==> src/rtl/xy_out_port_ctrl.sv <==
// Output-port stage of the mesh XY switch: locks onto the arbiter's pick for a
// whole packet and forwards its flits through one registered valid/ready slot.
module xy_out_port_ctrl #(
  parameter int PORT_N = 5,
  parameter int DATA_W = 8,
  parameter int CNT_W  = 16
) (
  input  logic                       clk_i,
  input  logic                       rst_i,
  input  logic [$clog2(PORT_N)-1:0]  arb_sel_i,
  input  logic [PORT_N-1:0]          in_vld_i,
  input  logic [PORT_N-1:0]          in_last_i,
  input  logic [PORT_N*DATA_W-1:0]   in_data_i,
  output logic [PORT_N-1:0]          in_rdy_o,
  output logic                       out_vld_o,
  output logic                       out_last_o,
  output logic [DATA_W-1:0]          out_data_o,
  input  logic                       out_rdy_i,
  output logic                       lock_o,
  output logic [$clog2(PORT_N)-1:0]  sel_o,
  output logic [CNT_W-1:0]           pkt_cnt_o
);
  localparam int SEL_W = $clog2(PORT_N);

  typedef enum logic {IDLE, LOCKED} state_t;

  state_t                        state;
  logic [SEL_W-1:0]              sel_q;
  logic [PORT_N-1:0][DATA_W-1:0] in_data;
  logic                          space;
  logic                          accept;
  logic                          req_ok;

  assign in_data = in_data_i;

  // Slot is free when empty or being drained this cycle.
  assign space  = !out_vld_o || out_rdy_i;
  assign accept = (state == LOCKED) && in_vld_i[sel_q] && space;
  // Out-of-range selects are rejected before the valid bit is consulted.
  assign req_ok = (|in_vld_i) && (32'(arb_sel_i) < 32'(PORT_N)) && in_vld_i[arb_sel_i];

  assign lock_o = (state == LOCKED);
  assign sel_o  = sel_q;

  always_comb begin
    in_rdy_o = '0;
    if (state == LOCKED) in_rdy_o[sel_q] = space;
  end

  always_ff @(posedge clk_i or posedge rst_i) begin
    if (rst_i) begin
      state     <= IDLE;
      sel_q     <= '0;
      pkt_cnt_o <= '0;
    end else begin
      case (state)
        IDLE: begin
          if (req_ok) begin
            sel_q <= arb_sel_i;
            state <= LOCKED;
          end
        end
        LOCKED: begin
          // Only the tail accept releases the lock; other requesters wait.
          if (accept && in_last_i[sel_q]) begin
            state     <= IDLE;
            pkt_cnt_o <= pkt_cnt_o + CNT_W'(1);
          end
        end
        default: state <= IDLE;
      endcase
    end
  end

  always_ff @(posedge clk_i or posedge rst_i) begin
    if (rst_i) begin
      out_vld_o  <= 1'b0;
      out_last_o <= 1'b0;
      out_data_o <= '0;
    end else if (accept) begin
      out_vld_o  <= 1'b1;
      out_last_o <= in_last_i[sel_q];
      out_data_o <= in_data[sel_q];
    end else if (out_vld_o && out_rdy_i) begin
      out_vld_o <= 1'b0;
    end
  end

endmodule

==> config.mk <==
export PLATFORM = sky130hd
export DESIGN_NAME = xy_out_port_ctrl
export DESIGN_NICKNAME = d
export VERILOG_FILES = /design/src/rtl/xy_out_port_ctrl.sv
export SDC_FILE = /design/constraint.sdc
export NUM_CORES = 1
export LEC_CHECK = 0
export CORE_MARGIN = 10
export CORE_UTILIZATION = 40
export DETAILED_ROUTE_END_ITERATION = 16
export PLACE_DENSITY = 0.85
export REMOVE_ABC_BUFFERS = 1
export SLEW_MARGIN = 20
export SYNTH_ARGS = -nofsm -noshare
export SYNTH_HDL_FRONTEND = slang
export SYNTH_SLANG_ARGS = --single-unit
export TNS_END_PERCENT = 50
==> constraint.sdc <==
create_clock -name clk_i -period 2.5 [get_ports clk_i]
set_clock_uncertainty 0.15 [all_clocks]
set_input_delay 0.25 -clock clk_i [delete_from_list [all_inputs] [get_ports clk_i]]
set_output_delay 0.25 -clock clk_i [all_outputs]
set_load 0.01 [all_outputs]
==> results.json, run 1 <==
{
  "critPathArrivalTime_ps": 1860,
  "final_cells": 311,
  "syn_to_final_growth_pct": 63.8,
  "p_per_area_mw_per_mm2": 972,
  "ir_worst_vdd_mv": 0.647,
  "drive_gt1_share_pct": 13.9,
  "ys_ff_latch": 30,
  "drtPass1Iterations": 4,
  "swShare_pct": 36.5,
  "worstPathMaxFanout": 7,
  "dp_hpwl_um": 4470,
  "pin_count": 91,
  "cts_hold_buffers": 0,
  "worstPathBufferInverterCount": 2,
  "antenna_found_initial": 0,
  "fmax_ghz": 0.442,
  "clk_pin_slew_worst_paths_ps": 70,
  "cts_resized": 0,
  "worst_slack_ps": 236,
  "seq_area_frac_synth_pct": 42.7,
  "endpoint_kind": "primary output",
  "max_cap_viol_count": 0,
  "pre_cts_slack_ps": 331,
  "drt-initial-drc-count": 66,
  "fin_crit_sh_pct": 90.6,
  "place.port_buffers": 90,
  "insertion_delay_ps": 280,
  "ys_types": 29,
  "r2r-start": "sel_o[0]",
  "rr_endpoint": "pkt_cnt_o[13]",
  "grt_pass1_vias": 1803,
  "power_frac_clock_pct": 21.8,
  "regToRegSetupSlack_ps": 390,
  "drv_slew": 0,
  "comb_power_share_pct": 50.9,
  "hold_slack_ps": 202,
  "wirelength_um": 5690,
  "coreArea_mm2": 0.00429,
  "relSlewSlack_pct": 73.5,
  "cts_made_buffers": 5,
  "synth_area_mm2": 0.00176,
  "p_leak_nw": 1.22,
  "setup_viol_count_final": 0,
  "max_stage_delay_ps": 540,
  "min-delay-path-class": "in2async",
  "p_sw_mw": 1.02,
  "rows": 24,
  "cpLargestDelayFamily": "buffers and inverters",
  "wire_per_inst_um": 18.3,
  "dpl_cell_area_mm2": 0.00274,
  "power_frac_seq_pct": 27.3,
  "grt_max_degree": 31,
  "yosys_warnings": 0,
  "vias_per_cell": 5.18,
  "overflow": 0,
  "crit_slowest_cell": "clkdlybuf4s50_1",
  "clockBufferDepth": 2,
  "ctsRootBufferMaster": "clkbuf_8",
  "final_area_mm2": 0.00288,
  "cts_tree": "built",
  "design.die.area_mm2": 0.00745,
  "critical_path_class": "reg2out",
  "crit_chain": "buf_4 > nor3b_4 > and3_1 > clkdlybuf4s50_1",
  "cp.required_ps": 2100,
  "diodes": 0,
  "dp.cells": 303,
  "r2r_cells": 7,
  "place_congestion": 0.754,
  "drc": 0,
  "status": "completed",
  "grt.total_usage_pct": 15.7,
  "grt_pass1_wl_um": 9390,
  "cp-start-kind": "flop",
  "cts.sinks": 30,
  "hold_violations": 0,
  "final_antenna_net_count": 0,
  "syn_area_per_cell_um2": 10.9,
  "syn_inst": 161,
  "internal_power_mw": 1.78,
  "dieWidth_um": 86.3,
  "chipHeight_um": 86.3,
  "start_util_pct": 41.0,
  "worst-slew-pin-transition_ps": 398,
  "postCtsSetupBuffers": 0,
  "htreeDepth": 2,
  "layout_min_cycle_time_ps": 2260,
  "rsz0062_at_grt": "no",
  "p_total_mw": 2.80,
  "layout.nets": 315,
  "vias": 1610
}
-- how the worst max path moves through the flow --
stage | depth (start not counted) | from | end
2_1_floorplan | 5 | sel_o[0] | pkt_cnt_o[1]
3_3_place_gp | 5 | out_rdy_i | in_rdy_o[0]
3_5_place_dp | 5 | out_rdy_i | in_rdy_o[0]
4_1_cts | 3 | sel_o[1] | in_rdy_o[0]
5_1_grt | 4 | sel_o[0] | in_rdy_o[4]
6_report | 4 | sel_o[0] | in_rdy_o[4]
-- sequential cells by signal, indices dropped and copies added (netlist names) --
name        count
pkt_cnt_o      16
lock_o          1
out_last_o      1
sel_o           3
out_vld_o       1
out_data_o      8
-- cells by family after synthesis --
logic type,share of synthesized area [%]
AOI/OAI and AO/OA,7.89
muxes,16.4
xor gates and xnor gates,7.47
buffers and inverters,3.27
adders and majority gates,0.711
DFF,42.7
and+or+nand+nor,21.6
-- stage by stage --
stage / setup TNS (ps) / util, %
6_report: 0 / 67.1
5_1_grt: 0 / 67.1
4_1_cts: 0 / 67.1
3_5_place_dp: 0 / 63.8
3_3_place_gp: 0 / 63.8
2_1_floorplan: -4150 / -
-- synthesized netlist by cell type --
master	n	area [um^2]
nand3_1	6	30.0
o21ai_1	8	40.0
a21oi_1	3	15.0
dfrtp_1	30	751
mux2i_1	3	30.0
nor4_1	3	18.8
mux4_2	9	203
ha_1	1	12.5
buf_6	1	11.3
nand2_1	24	90.1
clkbuf_1	2	7.51
a21o_1	2	15.0
mux2_2	2	22.5
mux2_1	3	33.8
buf_2	4	20.0
or2_1	1	6.26
xnor2_1	1	8.76
a2bb2oi_1	1	8.76
inv_1	3	11.3
nand2b_1	4	25.0
buf_4	1	7.51
nor4_2	8	100
xor2_1	14	123
nor3b_4	1	18.8
a22oi_1	8	60.1
and3_1	2	12.5
nor3_1	6	30.0
nor2_1	6	22.5
nand4_1	4	25.0
-- worst reg2reg max path, stage by stage, from the launching register on --
cell and delay (ps):
dfrtp_1 460, buf_4 200, nor3b_4 210, nand2_1 100, a21o_1 180, buf_4 200, nor4_1 370, xor2_1 170
-- cells in the final DEF (no fill, tap or decap), types with 2 or more instances in the layout --
cell	count
buf_4	8
inv_1	3
a22oi_1	8
nor3_1	6
nand4_1	4
mux2_2	2
nor4_1	3
mux4_2	9
nor2_1	6
xor2_1	14
clkdlybuf4s50_1	90
and3_1	2
dfrtp_1	30
nor4_2	8
mux2i_1	3
nand2_1	24
o21ai_1	8
nand3_1	6
a21o_1	2
a21oi_1	3
mux2_1	3
clkbuf_8	6
bufinv_16	2
nand2b_1	4
-- layout make-up --
class,instances,area (um^2)
fill,343,1410
timing repair buffer,98,961
multi-input combinational,120,951
sequential,30,751
clock buffer,6,82.6
tap,52,65.1
clock inverter,2,60.1
inverter,3,11.3
-- metal layers --
| metal | GRT usage [%] | vias to the layer above | wire (um) |
|---|---|---|---|
| met1 | 17.1 | 775 | 2270 |
| li1 | - | 784 | - |
| met2 | 27.9 | 48 | 3020 |
| met5 | 0 | - | 0 |
| met3 | 5.91 | 3 | 380 |
| met4 | 3.98 | 0 | 18 |
-- power by group through the flow --
stage	logic (mW)	registers, mW	clock network [mW]
5_1_grt	1.57	0.790	0.645
4_1_cts	1.45	0.765	0.626
6_report	1.42	0.764	0.612
3_3_place_gp	1.41	0.769	0
3_5_place_dp	1.43	0.769	0
2_1_floorplan	0.652	0.865	0
Note: power is estimated with default switching activity, not from simulation.
==> run 2: changes to the inputs <==
==> constraint.sdc (replaced) <==
create_clock -name clk_i -period 2.55 [get_ports clk_i]
set_clock_uncertainty 0.15 [all_clocks]
set_input_delay 0.255 -clock clk_i [delete_from_list [all_inputs] [get_ports clk_i]]
set_output_delay 0.255 -clock clk_i [all_outputs]
set_load 0.01 [all_outputs]
==> results.json, run 2 (synthesis gave the netlist of run 1 again) <==
{
  "r2r_cells": 7,
  "dp_hpwl_um": 4560,
  "vias": 1627,
  "setup_viol_count_final": 0,
  "cp.required_ps": 2140,
  "fmax_ghz": 0.433,
  "place.port_buffers": 90,
  "layout.nets": 315,
  "cts.sinks": 30,
  "max_cap_viol_count": 0,
  "min-delay-path-class": "in2async",
  "drtPass1Iterations": 4,
  "swShare_pct": 39.2,
  "insertion_delay_ps": 280,
  "rows": 24,
  "clk_pin_slew_worst_paths_ps": 70,
  "pin_count": 91,
  "largest_reg_flops": 16,
  "start_util_pct": 41.0,
  "r2r-start": "sel_o[0]",
  "rsz0062_at_grt": "no",
  "internal_power_mw": 1.54,
  "power_frac_clock_pct": 15.4,
  "postCtsSetupBuffers": 0,
  "critical_path_class": "reg2out",
  "p_per_area_mw_per_mm2": 896,
  "hold_violations": 0,
  "p_sw_mw": 0.995,
  "grt_pass1_wl_um": 9160,
  "rr_endpoint": "pkt_cnt_o[13]",
  "ir_worst_vdd_mv": 0.610,
  "cts_made_buffers": 5,
  "crit_chain": "buf_4 > nor3b_4 > and3_1 > clkdlybuf4s50_1",
  "comb_power_share_pct": 55.2,
  "dieWidth_um": 86.3,
  "regToRegSetupSlack_ps": 400,
  "drt-initial-drc-count": 57,
  "wire_per_inst_um": 18.1,
  "grt_pass1_vias": 1791,
  "fin_util_pct": 66.0,
  "layout_commonest_cell": "clkdlybuf4s50_1",
  "critPathArrivalTime_ps": 1900,
  "crit_slowest_cell": "clkdlybuf4s50_1",
  "cts_resized": 0,
  "ctsRootBufferMaster": "clkbuf_8",
  "final_cell_mix": "90 x clkdlybuf4s50_1, 30 x dfrtp_1, 24 x nand2_1",
  "coreArea_mm2": 0.00429,
  "drv_slew": 0,
  "fin_crit_sh_pct": 90.6,
  "cts_tree": "built",
  "vias_per_cell": 5.23,
  "grt_max_degree": 31,
  "power_frac_seq_pct": 29.4,
  "endpoint_kind": "primary output",
  "relSlewSlack_pct": 72.8,
  "place_congestion": 0.748,
  "drc": 0,
  "top_register": "pkt_cnt_o",
  "p_leak_nw": 1.20,
  "overflow": 0,
  "worst-slew-pin-transition_ps": 408,
  "status": "completed",
  "wirelength_um": 5640,
  "layout_min_cycle_time_ps": 2310,
  "design.die.area_mm2": 0.00745,
  "final_antenna_net_count": 0,
  "max_stage_delay_ps": 540,
  "worstPathMaxFanout": 7,
  "diodes": 0,
  "htreeDepth": 2,
  "chipHeight_um": 86.3,
  "grt.total_usage_pct": 15.2,
  "syn_to_final_growth_pct": 61.1,
  "fillerInstances": 362,
  "cts_hold_buffers": 0,
  "drive_gt1_share_pct": 13.9,
  "fin_setup_tns_ps": 0,
  "cp-start-kind": "flop",
  "antenna_found_initial": 0,
  "clockBufferDepth": 2
}
[run 2: cell count changes in the layout (fill, tap and decap cells not counted)]
| cell | change |
|---|---|
| bufinv_16 | -2 |
| clkinv_2 | +1 |
| clkinvlp_4 | +1 |
[run 2: worst max path at each step]
stage	startpoint	to	cells past startpoint
after detailed placement	arb_sel_i[0]	sel_o[2]	5
final	sel_o[0]	in_rdy_o[4]	4
after global placement	out_rdy_i	in_rdy_o[0]	5
after global routing	sel_o[0]	in_rdy_o[4]	4
after floorplan	sel_o[0]	pkt_cnt_o[1]	5
after CTS	sel_o[0]	in_rdy_o[4]	4
[run 2: critical path: cells and delay by family (launching register included)]
kind / cells / cell delay [ps]
buffers and inverters: 2 / 740
DFF: 1 / 470
and+or+nand+nor: 2 / 410
[run 2: metrics by stage]
step           area [um^2]  total power, mW  hold WS [ps]  setup slack [ps]  instances
2_1_floorplan         1710             1.49           196              -412        153
3_3_place_gp          2740             2.13           307               403        303
3_5_place_dp          2740             2.17           319               351        303
4_1_cts               2830             2.58           216               230        311
5_1_grt               2830             2.73           248               160        311
6_report              2830             2.54           210               240        311
[run 2: final cells by class]
class / count / area [um^2] / area share [%]
clock buffer: 6 / 82.6 / 2.91
clock inverter: 2 / 12.5 / 0.442
inverter: 3 / 11.3 / 0.397
multi-input combinational: 120 / 951 / 33.6
sequential: 30 / 751 / 26.5
tap: 52 / 65.1 / 2.30
timing repair buffer: 98 / 961 / 33.9
[run 2: power by group through the flow]
stage	sequential (mW)	combinational, mW	clock [mW]
2_1_floorplan	0.848	0.639	0
3_3_place_gp	0.751	1.38	0
3_5_place_dp	0.755	1.41	0
4_1_cts	0.749	1.42	0.406
5_1_grt	0.772	1.53	0.428
6_report	0.748	1.40	0.391
[run 2: metal layers]
metal | routed length, um | up-vias | part of all wire (%) | track usage (%)
met3 | 419 | 2 | 7.4 | 6.19
met1 | 2150 | 788 | 38 | 16.9
met2 | 3050 | 49 | 54 | 26.7
met5 | 0 | - | 0 | 0
li1 | - | 788 | - | -
met4 | 19 | 0 | 0.34 | 3.09
